$ cat src/rtl/sw_config_injector_pkg.sv
// rtl/sw_config_injector_pkg.sv - shared SW_CONFIG packet layout, command word and injector state
// Purpose: single owner of the SW_CONFIG bus packet format used by the injector and the switches.
package sw_config_injector_pkg;

    localparam int CNT_W  = 3;
    localparam int PORT_W = 2;
    localparam int SRC_W  = 4;

    // One packet on the daisy chain; count is the remaining hop distance.
    typedef struct packed {
        logic              valid;
        logic [CNT_W-1:0]  count;
        logic              enable;
        logic [PORT_W-1:0] port_num;
        logic [SRC_W-1:0]  src;
    } sw_config_t;

    // Host command as held in the command FIFO.
    typedef struct packed {
        logic              bcast;
        logic              enable;
        logic [SRC_W-1:0]  src;
        logic [PORT_W-1:0] port;
        logic [CNT_W-1:0]  hop;
    } cfg_cmd_t;

    localparam int CMD_W = $bits(cfg_cmd_t);

    typedef enum logic {
        ST_IDLE  = 1'b0,
        ST_BCAST = 1'b1
    } inj_state_t;

endpackage

$ cat src/rtl/sw_config_injector_fifo.sv
// rtl/sw_config_injector_fifo.sv - synchronous command FIFO for the config injector
// Purpose: power-of-2 deep FIFO with show-ahead head output.
// Ports: clk, rst_n (async active-low), i_push/i_data write side, i_pop read side,
//        o_head current head entry, o_full, o_empty.
module sw_cfg_fifo #(
    parameter int WIDTH = 8,
    parameter int DEPTH = 4
) (
    input  logic             clk,
    input  logic             rst_n,
    input  logic             i_push,
    input  logic [WIDTH-1:0] i_data,
    input  logic             i_pop,
    output logic [WIDTH-1:0] o_head,
    output logic             o_full,
    output logic             o_empty
);

    localparam int AW = $clog2(DEPTH);

    logic [WIDTH-1:0] r_mem [DEPTH];
    logic [AW-1:0]    r_wr_ptr;
    logic [AW-1:0]    r_rd_ptr;
    logic [AW:0]      r_cnt;
    logic             w_do_push;
    logic             w_do_pop;

    assign o_full    = (r_cnt == (AW+1)'(DEPTH));
    assign o_empty   = (r_cnt == '0);
    assign w_do_push = i_push & ~o_full;
    assign w_do_pop  = i_pop & ~o_empty;
    assign o_head    = r_mem[r_rd_ptr];

    always_ff @(posedge clk) begin
        if (w_do_push) begin
            r_mem[r_wr_ptr] <= i_data;
        end
    end

    always_ff @(posedge clk or negedge rst_n) begin
        if (!rst_n) begin
            r_wr_ptr <= '0;
            r_rd_ptr <= '0;
            r_cnt    <= '0;
        end else begin
            if (w_do_push) begin
                r_wr_ptr <= r_wr_ptr + AW'(1);
            end
            if (w_do_pop) begin
                r_rd_ptr <= r_rd_ptr + AW'(1);
            end
            case ({w_do_push, w_do_pop})
                2'b10:   r_cnt <= r_cnt + (AW+1)'(1);
                2'b01:   r_cnt <= r_cnt - (AW+1)'(1);
                default: r_cnt <= r_cnt;
            endcase
        end
    end

endmodule

$ cat src/rtl/sw_config_injector.sv
// rtl/sw_config_injector.sv - head-end transmitter for the daisy-chained SW_CONFIG bus
// Purpose: buffers host config commands and emits SW_CONFIG packets (single hop or broadcast),
//          tracks packets in flight and pulses done when the furthest target has latched.
// Ports: clk, rst_n (async active-low); i_cmd_* host command with o_cmd_ready handshake;
//        o_sw_config_out registered packet into hop 0; o_busy, o_done pulse, o_err_hop sticky.
module sw_config_injector
    import sw_config_injector_pkg::*;
#(
    parameter int NUM_HOPS   = 8,
    parameter int FIFO_DEPTH = 4
) (
    input  logic              clk,
    input  logic              rst_n,
    input  logic              i_cmd_valid,
    output logic              o_cmd_ready,
    input  logic [CNT_W-1:0]  i_cmd_hop,
    input  logic [PORT_W-1:0] i_cmd_port,
    input  logic [SRC_W-1:0]  i_cmd_src,
    input  logic              i_cmd_enable,
    input  logic              i_cmd_bcast,
    output sw_config_t        o_sw_config_out,
    output logic              o_busy,
    output logic              o_done,
    output logic              o_err_hop
);

    localparam logic [CNT_W:0]   LP_HOPS   = (CNT_W+1)'(NUM_HOPS);
    localparam logic [CNT_W-1:0] LP_LAST   = CNT_W'(NUM_HOPS - 1);
    localparam logic [CNT_W-1:0] LP_BCAST2 = CNT_W'(NUM_HOPS - 2);

    cfg_cmd_t          w_cmd_in;
    cfg_cmd_t          w_head;
    logic [CMD_W-1:0]  w_head_bits;
    logic              w_full;
    logic              w_empty;
    logic              w_push;
    logic              w_pop;
    logic              w_bad_hop;
    sw_config_t        w_pkt;
    logic              w_busy;
    logic [CNT_W:0]    w_drain_dec;
    logic [CNT_W:0]    w_drain_need;

    inj_state_t        r_state;
    logic [CNT_W-1:0]  r_idx;
    logic              r_en;
    logic [PORT_W-1:0] r_port;
    logic [SRC_W-1:0]  r_src;
    sw_config_t        r_out;
    logic              r_err_hop;
    logic [CNT_W:0]    r_drain;
    logic              r_busy_q;

    assign w_cmd_in    = {i_cmd_bcast, i_cmd_enable, i_cmd_src, i_cmd_port, i_cmd_hop};
    assign o_cmd_ready = ~w_full;
    assign w_push      = i_cmd_valid & ~w_full;
    assign w_head      = cfg_cmd_t'(w_head_bits);

    sw_cfg_fifo #(
        .WIDTH (CMD_W),
        .DEPTH (FIFO_DEPTH)
    ) u_fifo (
        .clk     (clk),
        .rst_n   (rst_n),
        .i_push  (w_push),
        .i_data  (w_cmd_in),
        .i_pop   (w_pop),
        .o_head  (w_head_bits),
        .o_full  (w_full),
        .o_empty (w_empty)
    );

    // Next packet to drive onto the bus; all-zero when nothing is emitted.
    always_comb begin
        w_pkt     = '0;
        w_pop     = 1'b0;
        w_bad_hop = 1'b0;
        case (r_state)
            ST_IDLE: begin
                if (!w_empty) begin
                    w_pop = 1'b1;
                    if (w_head.bcast) begin
                        w_pkt.valid = 1'b1;
                        w_pkt.count = LP_LAST;
                    end else if ({1'b0, w_head.hop} < LP_HOPS) begin
                        w_pkt.valid = 1'b1;
                        w_pkt.count = w_head.hop;
                    end else begin
                        w_bad_hop = 1'b1;
                    end
                    if (w_pkt.valid) begin
                        w_pkt.enable   = w_head.enable;
                        w_pkt.port_num = w_head.port;
                        w_pkt.src      = w_head.src;
                    end
                end
            end
            ST_BCAST: begin
                w_pkt.valid    = 1'b1;
                w_pkt.count    = r_idx;
                w_pkt.enable   = r_en;
                w_pkt.port_num = r_port;
                w_pkt.src      = r_src;
            end
            default: begin
                w_pkt = '0;
            end
        endcase
    end

    always_ff @(posedge clk or negedge rst_n) begin
        if (!rst_n) begin
            r_state   <= ST_IDLE;
            r_idx     <= '0;
            r_en      <= 1'b0;
            r_port    <= '0;
            r_src     <= '0;
            r_out     <= '0;
            r_err_hop <= 1'b0;
        end else begin
            r_out <= w_pkt;
            if (w_bad_hop) begin
                r_err_hop <= 1'b1;
            end
            case (r_state)
                ST_IDLE: begin
                    // A one-hop chain finishes the broadcast with the first packet.
                    if (w_pop && w_head.bcast && (NUM_HOPS > 1)) begin
                        r_state <= ST_BCAST;
                        r_idx   <= LP_BCAST2;
                        r_en    <= w_head.enable;
                        r_port  <= w_head.port;
                        r_src   <= w_head.src;
                    end
                end
                ST_BCAST: begin
                    r_idx <= r_idx - CNT_W'(1);
                    if (r_idx == '0) begin
                        r_state <= ST_IDLE;
                    end
                end
                default: r_state <= ST_IDLE;
            endcase
        end
    end

    // drain counts cycles until the furthest in-flight packet has been latched:
    // a packet for hop h is latched h+1 edges after it is registered here.
    assign w_drain_dec  = (r_drain == '0) ? '0 : (r_drain - (CNT_W+1)'(1));
    assign w_drain_need = {1'b0, w_pkt.count} + (CNT_W+1)'(1);

    always_ff @(posedge clk or negedge rst_n) begin
        if (!rst_n) begin
            r_drain  <= '0;
            r_busy_q <= 1'b0;
        end else begin
            if (w_pkt.valid && (w_drain_need > w_drain_dec)) begin
                r_drain <= w_drain_need;
            end else begin
                r_drain <= w_drain_dec;
            end
            r_busy_q <= w_busy;
        end
    end

    assign w_busy          = ~w_empty | (r_state == ST_BCAST) | r_out.valid | (r_drain != '0);
    assign o_busy          = w_busy;
    assign o_done          = r_busy_q & ~w_busy;
    assign o_sw_config_out = r_out;
    assign o_err_hop       = r_err_hop;

endmodule

$ cat config.mk
export PLATFORM = sky130hd
export DESIGN_NAME = sw_config_injector
export DESIGN_NICKNAME = d
export VERILOG_FILES = /design/src/rtl/sw_config_injector_pkg.sv /design/src/rtl/sw_config_injector_fifo.sv /design/src/rtl/sw_config_injector.sv
export SDC_FILE = /design/constraint.sdc
export NUM_CORES = 1
export LEC_CHECK = 0
export BUFFER_PORTS_ARGS = -buffer_cell sky130_fd_sc_hd__buf_2
export CAP_MARGIN = 30
export CORE_ASPECT_RATIO = 0.6
export CORE_MARGIN = 2
export CORE_UTILIZATION = 40
export CTS_CLUSTER_DIAMETER = 100
export DETAILED_ROUTE_END_ITERATION = 10
export PLACE_DENSITY = 0.62
export SLEW_MARGIN = 20
export SYNTH_ARGS = -nofsm -noshare
export SYNTH_HDL_FRONTEND = slang
export SYNTH_SLANG_ARGS = --single-unit
$ cat constraint.sdc
create_clock -name clk -period 3.85 [get_ports clk]
set_clock_uncertainty 0.15 [all_clocks]
set_input_delay 0 -clock clk [delete_from_list [all_inputs] [get_ports clk]]
set_output_delay 0 -clock clk [all_outputs]
set_load 0.02 [all_outputs]
[After elaboration in Yosys (flattened, before gate mapping)]
Memory sizes are Yosys's and may differ from the RTL's.
Cells that the tools add are included.
Cells by class
  add/sub/neg operators: 7
  order comparisons: 1
  equality and inequality tests: 4
  muxes and demuxes: 18
  bitwise gates (word level): 11
  reductions and logical operators: 8
Operators by type and width (count)
  11-bit case mux with 2 select lines: 1
  4-bit 2-to-1 mux: 4
  3-bit case mux with 2 select lines: 2
  11-bit 2-to-1 mux: 1
  7-bit 2-to-1 mux: 1
  3-bit zero test: 2
  1-bit 2-to-1 mux: 6
  3-bit 2-to-1 mux: 2
  3-bit by 1-bit subtractor with 3-bit output (second input constant): 2
  2-bit by 1-bit adder with 2-bit output (second input constant): 2
  3-bit by 1-bit adder with 4-bit output (second input constant): 1
  1-bit AND: 4
  4-bit > comparator: 1
  4-bit zero test: 1
  1-bit NOT: 4
  4-bit nonzero test: 1
  4-bit by 1-bit subtractor with 4-bit output (second input constant): 1
  3-bit by 1-bit adder with 3-bit output (second input constant): 1
  3-bit equality test (second input constant): 1
  1-bit bitwise OR: 3
  2-bit by 1-bit equality test with 1-bit output (second input constant): 1
  2-bit equality test (second input constant): 1
  1-bit logical AND: 2
  2-bit inequality test (second input constant): 1
  other kinds (3): 3
Word-level totals
  bits in registers: 34
  RAM bits: 44
  bits of input ports: 14
  memories kept: 1
Memory list
  u_fifo.r_mem: words 4, width 11, rd ports 1, clocked after Yosys merged registers in 0, wr ports 1, RTL line sw_config_injector_fifo.sv:21  | logic [WIDTH-1:0] r_mem [DEPTH];

[Logic depth before layout (Yosys ltp)]
Gate-level depths: netlist of run 1.
An unclocked memory read counts as a cell.
  depth after elaboration: 11
  mapped depth: 13
  mapped depth without buffers: 11

[Modules after synthesis]
A second synthesis of run 1 with hierarchy kept.
Second synthesis, totals
  cells, all modules: 202
  area, all modules: 3318.2 µm²
Modules (own cells, without submodules)
  sw_cfg_fifo: times used 1, cells each 94, area an instance 2031.9 µm²
  sw_config_injector: times used 1, cells each 108, area an instance 1286.2 µm²

[Worst setup path after synthesis of run 1]
Ideal clock, no wire load.
  path type: register -> register
  from: register u_fifo.r_rd_ptr[0]
  to: register r_drain[0]
  library setup time: 0.125 ns
  arrival: 2.850 ns
  path slack: 0.725 ns
  stages on the path, launching flop included: 12
  buffers on the path: 1
  clock period less this slack: 3.125 ns
  path through: dfrtp_1 > buf_6 > mux4_2 > o21ai_0 > inv_1 > ha_1 > xnor2_1 > ha_1 > a21o_1 > a211o_1 > nand2_1 > mux2_2
RTL lines
  start, declared: RTL line sw_config_injector_fifo.sv:23  | logic [AW-1:0] r_rd_ptr;
  start signal, assigned: RTL line sw_config_injector_fifo.sv:50  | r_rd_ptr <= r_rd_ptr + AW'(1);
  end signal, assigned: RTL line sw_config_injector.sv:158  | r_drain <= w_drain_need;
  end signal, assigned: RTL line sw_config_injector.sv:160  | r_drain <= w_drain_dec;
  end, declared: RTL line sw_config_injector.sv:51  | logic [CNT_W:0] r_drain;

==> impl_metrics.toml, run 1 <==
[outcome]
status = "finished, final reports clean"

[cts]
ctsHoldBuffers = 13
clockRootBuffer = "clkbuf_16"
postCtsSetupBuffers = 0
cts_tree = "built"
cts_buffer_depth = 2
clock-sinks = 78
cts_inserted_buffers = 9
postCtsResizedCells = 0
path_clk_slew_ns = 0.06
clock_latency_ns = 0.34
htreeDepth = 3

[timing]
relSlewSlack_pct = 49.4
rsz0062_at_grt = "no"
finalSetupViolCount = 0
finalSetupTns_ns = 0
drv_slew = 0
tightest_slew_ns = 0.759
fin_crit_sh_pct = 89.4
hold_violations = 0
fmax_ghz = 0.291
period_needed_ns = 3.44

[finish]
multi_input_area_mm2 = 0.00103
diodes = 0
nFillCells = 690
fin_util_pct = 49.8
synthToLayoutAreaGrowth_pct = 19.2
seq_area_mm2 = 0.00217
fin_area_mm2 = 0.00395
fin_nets = 287
drive_gt1_share_pct = 26.0
fin_cells = 373

[synthesis]
synthesis.area_mm2 = 0.00332
synthArstFlopShare_pct = 43.6
synth_compound_area_share_pct = 6.64
synth-main-ff-cell = "edfxtp_1"
ys_seq_elements = 78
synth_top_family_by_area = "multiplexers"
synth-simple-area-share_pct = 6.64
yosys-mux-area-fraction_pct = 10.6
synth_edf_count = 44
synth_fp_nets = 241
yosysSeqAreaShare_pct = 65.5
synthCells = 214
avgSynthCellArea_um2 = 15.5
synth_warnings = 0
synth.distinct_cells = 44
synthAdderAreaFrac_pct = 5.13
synthXorXnorAreaFrac_pct = 2.11

[drt]
postRouteAntennaNets = 0
vias = 1861
wirelength_um = 5910
drt-initial-drc-count = 197
post_drt_wl_per_cell_um = 15.9
detail_route.vias_per_cell = 4.99
dr.pass1.iters = 5
drc_errors = 0

[worst_setup_path]
regToRegSetupSlack_ns = 0.41
cp-start-kind = "flop"
crit_fanout = 6
critPathRequiredTime_ns = 3.93
critPathKind = "reg2reg"
arrival_ns = 3.52
reg2regPathDepth = 10
rr_startpoint = "u_fifo.r_rd_ptr[0]$_DFFE_PN0P_"
worst_setup_path_end_kind = "flop"
regToRegEndpoint = "r_drain[0]$_DFF_PN0_"

[place]
dp.cells = 344
numPortBuffers = 27
dpl_cell_area_mm2 = 0.00356
dp.final_hpwl_um = 4170
globalplace.congestion = 0.837

[global_routing]
track_usage_pct = 15.4
antenna_found_initial = 0
grt_first_pass_wirelength_um = 9820
grt_start_max_net_pins = 35
overflow = 0
grt_pass1_vias = 1795

[floorplanning]
die_area_mm2 = 0.00906
io_pins = 29
start_util_pct = 41.8
fp.coreArea_mm2 = 0.00795
dieWidth_um = 122
rows = 25
die_h_um = 74.6

[power_and_ir_drop]
p_leak_uw = 0.00159
vdd_drop_max_mv = 0.329
p_per_area_mw_per_mm2 = 932

[min_path]
hp-class = "in2async"

[run]
drv_cap = 0
[synth_stat cells (2+ instances only)]
library cell / number / area (um^2)
edfxtp_1: 44 / 1320
dfrtp_1: 34 / 851
inv_1: 14 / 52.6
ha_1: 12 / 150
mux2_2: 9 / 101
mux4_2: 9 / 203
nand2_1: 8 / 30.0
nor2_1: 8 / 30.0
a22o_1: 7 / 61.3
o21ai_0: 6 / 30.0
xnor2_1: 6 / 52.6
and3_1: 5 / 31.3
nor3_1: 5 / 25.0
a21oi_1: 4 / 20.0
a22oi_1: 3 / 22.5
nand3_1: 3 / 15.0
a21o_1: 2 / 15.0
and2_1: 2 / 12.5
buf_2: 2 / 10.0
buf_4: 2 / 15.0
buf_6: 2 / 22.5
clkbuf_1: 2 / 7.51
mux2i_1: 2 / 20.0
nor2b_1: 2 / 12.5
xor2_1: 2 / 17.5
[registers in the layout (all words and copies together) (netlist names)]
register         flops
o_sw_config_out     11
r_busy_q             1
r_drain              4
r_en                 1
r_idx                3
r_port               2
r_src                4
r_state              1
u_fifo.r_cnt         3
u_fifo.r_mem        44
u_fifo.r_rd_ptr      2
u_fifo.r_wr_ptr      2
[per-layer routing]
metal	share of wire (%)	track usage, %
met5	0	0
met4	1.3	7.28
met3	5.5	5.52
met2	39	19.5
met1	54	23.3
[critical path, cell delays in order, from the launching register on]
cell and delay (ns):
dfrtp_1 0.46, mux4_2 0.61, o21ai_0 0.29, inv_1 0.13
ha_1 0.24, xnor2_1 0.17, ha_1 0.27, a21o_1 0.20
a211o_1 0.30, nand2_1 0.15, mux2_2 0.35
[logic make-up after synthesis]
group / count (synthesis)
flip-flops: 78
multiplexers: 21
buffers and inverters: 23
AND/OR/NAND/NOR: 41
AO/OA/AOI/OAI: 29
adder cells (fa/ha/maj): 13
XOR/XNOR: 8
other: 1
[through the flow]
step                      power [uW]  hold WS (ns)  worst slack [ns]
after global routing            3980         0.213             0.164
after CTS                       3710         0.149             0.402
final                           3690         0.119             0.410
after floorplan                 2570        -0.446             0.725
after global placement          2900       -0.0312             0.539
after detailed placement        2940       -0.0266             0.428
[how the worst max path moves through the flow]
stage / start / end / slack, ns / cells after the start
after detailed placement: u_fifo.r_rd_ptr[0]$_DFFE_PN0P_ / r_drain[0]$_DFF_PN0_ / 0.43 / 10
after global placement: u_fifo.r_rd_ptr[0]$_DFFE_PN0P_ / r_drain[0]$_DFF_PN0_ / 0.54 / 10
after global routing: u_fifo.r_rd_ptr[0]$_DFFE_PN0P_ / r_drain[2]$_DFF_PN0_ / 0.16 / 10
after CTS: u_fifo.r_rd_ptr[0]$_DFFE_PN0P_ / r_drain[0]$_DFF_PN0_ / 0.40 / 10
final: u_fifo.r_rd_ptr[0]$_DFFE_PN0P_ / r_drain[0]$_DFF_PN0_ / 0.41 / 10
after floorplan: u_fifo.r_rd_ptr[0]$_DFFE_PN0P_ / r_drain[0]$_DFF_PN0_ / 0.73 / 11
[placed cells by master (no fill, tap or decap), types with 7 or more instances in the layout]
cell | synthesis | routed
dfrtp_1 | 34 | 34
mux4_2 | 9 | 9
buf_2 | 2 | 27
clkbuf_16 | 0 | 9
ha_1 | 12 | 12
edfxtp_1 | 44 | 44
nand2_1 | 8 | 8
a22o_1 | 7 | 7
mux2_2 | 9 | 9
dlygate4sd3_1 | 0 | 13
nor2_1 | 8 | 8
inv_1 | 14 | 14
[report_power, final]
part	total (uW)	internal, uW	switching [uW]
Clock	758	433	324
Combinational	1590	721	873
Sequential	1330	1180	155
[final cells by class]
| class | instances | area share (%) |
|---|---|---|
| Clock inverter | 6 | 0.981 |
| Multi-Input combinational cell | 113 | 26.2 |
| Clock buffer | 10 | 5.79 |
| Sequential cell | 78 | 54.9 |
| Timing Repair Buffer | 43 | 7.28 |
| Inverter | 15 | 1.42 |
| Tap cell | 108 | 3.42 |
Note: power is estimated with default switching activity, not from simulation.
==> inputs of run 2 (changes only) <==
GPL_TIMING_DRIVEN = 0   (was not set)
==> run 2 against run 1 <==
Compared with the run above:
- die area is the same
- critical path type unchanged
- sequential share of layout area shrank 0.84 points
- largest cell class unchanged
- critical path depth grew 2
==> impl_metrics.toml, run 2 (synthesis results as in run 1) <==
[cts]
cts_tree = "built"
cts_inserted_buffers = 9
clock_latency_ns = 0.34
path_clk_slew_ns = 0.06
clock-sinks = 78
cts_buffer_depth = 2
ctsHoldBuffers = 13
postCtsResizedCells = 0
postCtsSetupBuffers = 0
htreeDepth = 3
clockRootBuffer = "clkbuf_16"

[power_and_ir_drop]
p_per_area_mw_per_mm2 = 948
p_clk_share_pct = 21.9
cell_internal_pwr_uw = 2430
p_switching_uw = 1380
vdd_drop_max_mv = 0.317
p_leak_uw = 0.00162
pwr-share-comb_pct = 44.0
seqPwrFrac_pct = 34.2
power_switching_share_pct = 36.3

[timing]
tightest_slew_ns = 0.781
relSlewSlack_pct = 47.9
rsz0062_at_grt = "no"
drv_slew = 0
finalSetupTns_ns = 0
period_needed_ns = 3.51
fmax_ghz = 0.285
finalSetupViolCount = 0
fin_crit_sh_pct = 91.2
hold_violations = 0

[global_routing]
grt_first_pass_wirelength_um = 9640
overflow = 0
grt_use_met3_pct = 6.44
grt_pass1_vias = 1838
track_usage_pct = 15.1
top_usage_layer = "met1"
antenna_found_initial = 0
use_met1_pct = 21.7
grt_start_max_net_pins = 35
use_met2_pct = 20.2

[place]
numPortBuffers = 27
dp.final_hpwl_um = 4000
dp.cells = 349
globalplace.congestion = 0.758

[floorplanning]
dieWidth_um = 122
rows = 25
io_pins = 29
fp.coreArea_mm2 = 0.00795
die_h_um = 74.6
start_util_pct = 41.8
die_area_mm2 = 0.00906

[drt]
drc_errors = 0
dr.pass1.iters = 4
vias = 1855
drt-initial-drc-count = 182
postRouteAntennaNets = 0
detail_route.vias_per_cell = 4.91
wirelength_um = 5850
post_drt_wl_per_cell_um = 15.5

[finish]
synthToLayoutAreaGrowth_pct = 21.0
fin_cells = 378
seq_area_mm2 = 0.00217
largest_register = "u_fifo.r_mem"
largest_reg_flops = 44
fin_nets = 292
mostFrequentLayoutCells = "edfxtp_1, dfrtp_1, buf_2, inv_1, dlygate4sd3_1"
nFillCells = 686
drive_gt1_share_pct = 27.0
multi_input_area_mm2 = 0.00103
final_common_cell = "edfxtp_1"
diodes = 0

[worst_setup_path]
max_stage_delay_ns = 0.43
critPathRequiredTime_ns = 3.93
crit_top_cell = "ha_1"
crit_fanout = 10
critPathSlowestCell = "dfrtp_1"
cp_top_family = "compound AO/OA/AOI/OAI gates"
worst_setup_path_end_kind = "flop"
cp-start-kind = "flop"
arrival_ns = 3.59
cp_num_buf_inv = 2
cp_cell_sequence = "buf_2 -> mux2i_1 -> a22oi_1 -> o21ai_0 -> inv_1 -> ha_1 -> xnor2_1 -> ha_1 -> a21o_1 -> a211o_1 -> nand2_1 -> mux2_2"
critPathKind = "reg2reg"

[min_path]
hp-class = "in2async"

[outcome]
status = "finished, final reports clean"

[run]
drv_cap = 0
run 2: power groups by stage:
stage,clock network (uW),registers (uW),logic (uW)
floorplan,0,1360,1210
global placement,0,1310,1650
detailed placement,0,1310,1680
CTS,852,1300,1690
global route,892,1330,1890
finish,832,1300,1670
run 2: cell type report:
| class | instances | area share (%) |
|---|---|---|
| Buffer | 8 | 1.37 |
| Clock inverter | 7 | 1.78 |
| Sequential cell | 78 | 54.1 |
| Tap cell | 108 | 3.37 |
| Clock buffer | 9 | 5.61 |
| Inverter | 15 | 1.40 |
| Timing Repair Buffer | 40 | 6.61 |
| Multi-Input combinational cell | 113 | 25.8 |
run 2: worst paths after layout:
kind                                                 from                             to  slack [ns]  depth (start not counted)
max                        u_fifo.r_rd_ptr[1]$_DFFE_PN0P_           r_drain[0]$_DFF_PN0_        0.34                         12
min                                                 rst_n   o_sw_config_out[7]$_DFF_PN0_        0.13                          2
max reg2reg                u_fifo.r_rd_ptr[1]$_DFFE_PN0P_           r_drain[0]$_DFF_PN0_        0.34                         12
min reg2reg                          r_idx[0]$_DFFE_PN0P_           r_idx[0]$_DFFE_PN0P_        0.35                          1
max in group asynchronous                           rst_n  o_sw_config_out[10]$_DFF_PN0_        2.92                          2
min in group clk                             i_cmd_hop[1]   u_fifo.r_mem[2][1]$_DFFE_PP_        0.25                          2
run 2: metrics by stage:
stage	instance area (um^2)	total power, uW	util, %	worst slack (ns)	hold WS, ns
floorplan	3320	2570	-	0.725	-0.446
global placement	3590	2960	45.2	0.310	-0.0385
detailed placement	3590	2990	45.2	0.333	-0.0325
CTS	4020	3840	50.5	0.310	0.142
global route	4020	4110	50.5	0.0172	0.214
finish	4020	3810	50.5	0.339	0.130
run 2: worst reg2reg max path, delay by kind of cell, from the launching register on:
family / cells / cell delay (ns)
simple gates: 1 / 0.17
fa+ha+maj: 2 / 0.51
xor+xnor: 1 / 0.19
flops: 1 / 0.43
compound gates: 4 / 0.89
mux: 2 / 0.61
buf+inv: 2 / 0.44
run 2: layer usage:
metal / wire length [um] / share of wire, %
met5: 0 / 0
met4: 56 / 0.96
met3: 370 / 6.3
met2: 2330 / 40
met1: 3090 / 53
==> inputs of run 3 (changes only) <==
CORE_UTILIZATION = 58   (was 40)
PLACE_DENSITY = 0.83   (was 0.62)
==> run 3 against run 2 <==
Compared with the run above:
- worst hold slack got worse by 0.027 ns
- clock-buffer cell count unchanged
- utilization increased by 20 points
- sequential cell count unchanged
- sequential share of layout area increased by 1.2 points
- critical path depth decreased by 1
- sequential power about the same
- via count increased by 2.4%
- cell area decreased by 2.2%
- clock power decreased by 13%
- non-clock buffer count unchanged
- critical path type unchanged
==> impl_metrics.toml, run 3 (synthesis results as in run 1) <==
[outcome]
status = "finished, final reports clean"

[worst_setup_path]
regToRegSetupSlack_ns = 0.37
cp_cell_sequence = "buf_6 -> mux4_2 -> o21ai_0 -> inv_1 -> ha_1 -> xnor2_1 -> ha_1 -> a21o_1 -> a211o_1 -> nand2_1 -> mux2_2"
critPathKind = "reg2reg"
cp_num_buf_inv = 2
worst_setup_path_end_kind = "flop"
crit_top_cell = "ha_1"
cp-start-kind = "flop"
critPathRequiredTime_ns = 3.94
max_stage_delay_ns = 0.58
arrival_ns = 3.57
regToRegEndpoint = "r_drain[0]$_DFF_PN0_"
cp_top_family = "multiplexers"
critPathSlowestCell = "mux4_2"
crit_fanout = 6
rr_startpoint = "u_fifo.r_rd_ptr[0]$_DFFE_PN0P_"
reg2regPathDepth = 11

[cts]
cts_inserted_buffers = 9
path_clk_slew_ns = 0.08
clock-sinks = 78
htreeDepth = 3
cts_tree = "built"
clockRootBuffer = "clkbuf_8"
cts_buffer_depth = 2
clock_latency_ns = 0.35
postCtsSetupBuffers = 0

[place]
numPortBuffers = 27
dpl_cell_area_mm2 = 0.00355
globalplace.congestion = 0.811
dp.final_hpwl_um = 3810

[timing]
finalSetupViolCount = 0
fmax_ghz = 0.287
drv_slew = 0
finalSetupTns_ns = 0
hold_violations = 0
whs_ns = 0.103
relSlewSlack_pct = 50.3
fin_crit_sh_pct = 90.4
rsz0062_at_grt = "no"
tightest_slew_ns = 0.745
period_needed_ns = 3.48

[finish]
fin_area_mm2 = 0.00393
largest_register = "u_fifo.r_mem"
fin_nets = 292
synthToLayoutAreaGrowth_pct = 18.4
diodes = 0
fin_util_pct = 70.8
drive_gt1_share_pct = 27.0
final_common_cell = "edfxtp_1"
mostFrequentLayoutCells = "edfxtp_1, dfrtp_1, buf_2, inv_1, dlygate4sd3_1"
largest_reg_flops = 44

[floorplanning]
die_area_mm2 = 0.00636
start_util_pct = 59.9
io_pins = 29
dieWidth_um = 102
rows = 21
fp.coreArea_mm2 = 0.00554
die_h_um = 62.6

[global_routing]
grt_start_max_net_pins = 35
antenna_found_initial = 0
overflow = 0
grt_pass1_vias = 1963
grt_first_pass_wirelength_um = 9680
track_usage_pct = 20.8

[drt]
drc_errors = 0
post_drt_wl_per_cell_um = 16.2
wirelength_um = 5680
vias = 1899
drt-initial-drc-count = 86
dr.pass1.iters = 4
postRouteAntennaNets = 0
detail_route.vias_per_cell = 5.43

[power_and_ir_drop]
vdd_drop_max_mv = 0.385
p_leak_uw = 0.00159
p_per_area_mw_per_mm2 = 941

[min_path]
hp-class = "in2async"

[run]
drv_cap = 0
-- run 3: cell count changes in the layout (fill, tap and decap cells not counted) --
cell and change:
clkbuf_16 -9, clkbuf_8 +9, clkinv_2 -2, bufinv_16 +2, inv_6 -1, clkinvlp_4 +1
-- run 3: power by group --
group | leakage (uW) | total, uW | switching, uW | internal (uW)
combinational | 0.000680 | 1670 | 926 | 741
clock | 0.000116 | 727 | 295 | 432
sequential | 0.000798 | 1300 | 125 | 1180
-- run 3: worst max-delay path by stage --
stage	from	to	depth (start not counted)
global route	u_fifo.r_rd_ptr[1]$_DFFE_PN0P_	r_drain[0]$_DFF_PN0_	12
global placement	r_state$_DFF_PN0_	r_drain[0]$_DFF_PN0_	12
floorplan	u_fifo.r_rd_ptr[0]$_DFFE_PN0P_	r_drain[0]$_DFF_PN0_	11
detailed placement	u_fifo.r_rd_ptr[0]$_DFFE_PN0P_	r_drain[0]$_DFF_PN0_	11
finish	u_fifo.r_rd_ptr[0]$_DFFE_PN0P_	r_drain[0]$_DFF_PN0_	11
CTS	u_fifo.r_rd_ptr[0]$_DFFE_PN0P_	r_drain[2]$_DFF_PN0_	11
-- run 3: metal layers --
metal	part of all wire, %	wire (um)	global-route usage, %
met4	1.7	99	6.42
met3	7.8	441	8.72
met5	0	0	0
met2	43	2410	28.9
met1	48	2720	30.0
-- run 3: timing repair --
| action | in CTS | in global routing |
|---|---|---|
| resized for setup | 0 | 0 |
| hold buffers | 13 | 0 |
| endpoints found under the hold margin | 80 | 0 |
| setup endpoints to repair | 0 | 0 |
-- run 3: layout make-up --
cell class / count / area (um^2)
plain buffers: 8 / 55.1
clock inverters: 7 / 120
repair buffers: 40 / 265
flip-flops and latches: 78 / 2170
clock buffers: 9 / 124
well taps: 80 / 100
multi-input cells: 113 / 1030
inverters: 15 / 56.3
fillers: 371 / 1620
-- run 3: per-stage QoR --
stage               total power [uW]  setup WS, ns  cells
floorplan                       2570         0.725    214
global placement                2910         0.444    321
detailed placement              2960         0.417    321
CTS                             3720         0.388    350
global route                    3990         0.129    350
finish                          3700         0.368    350
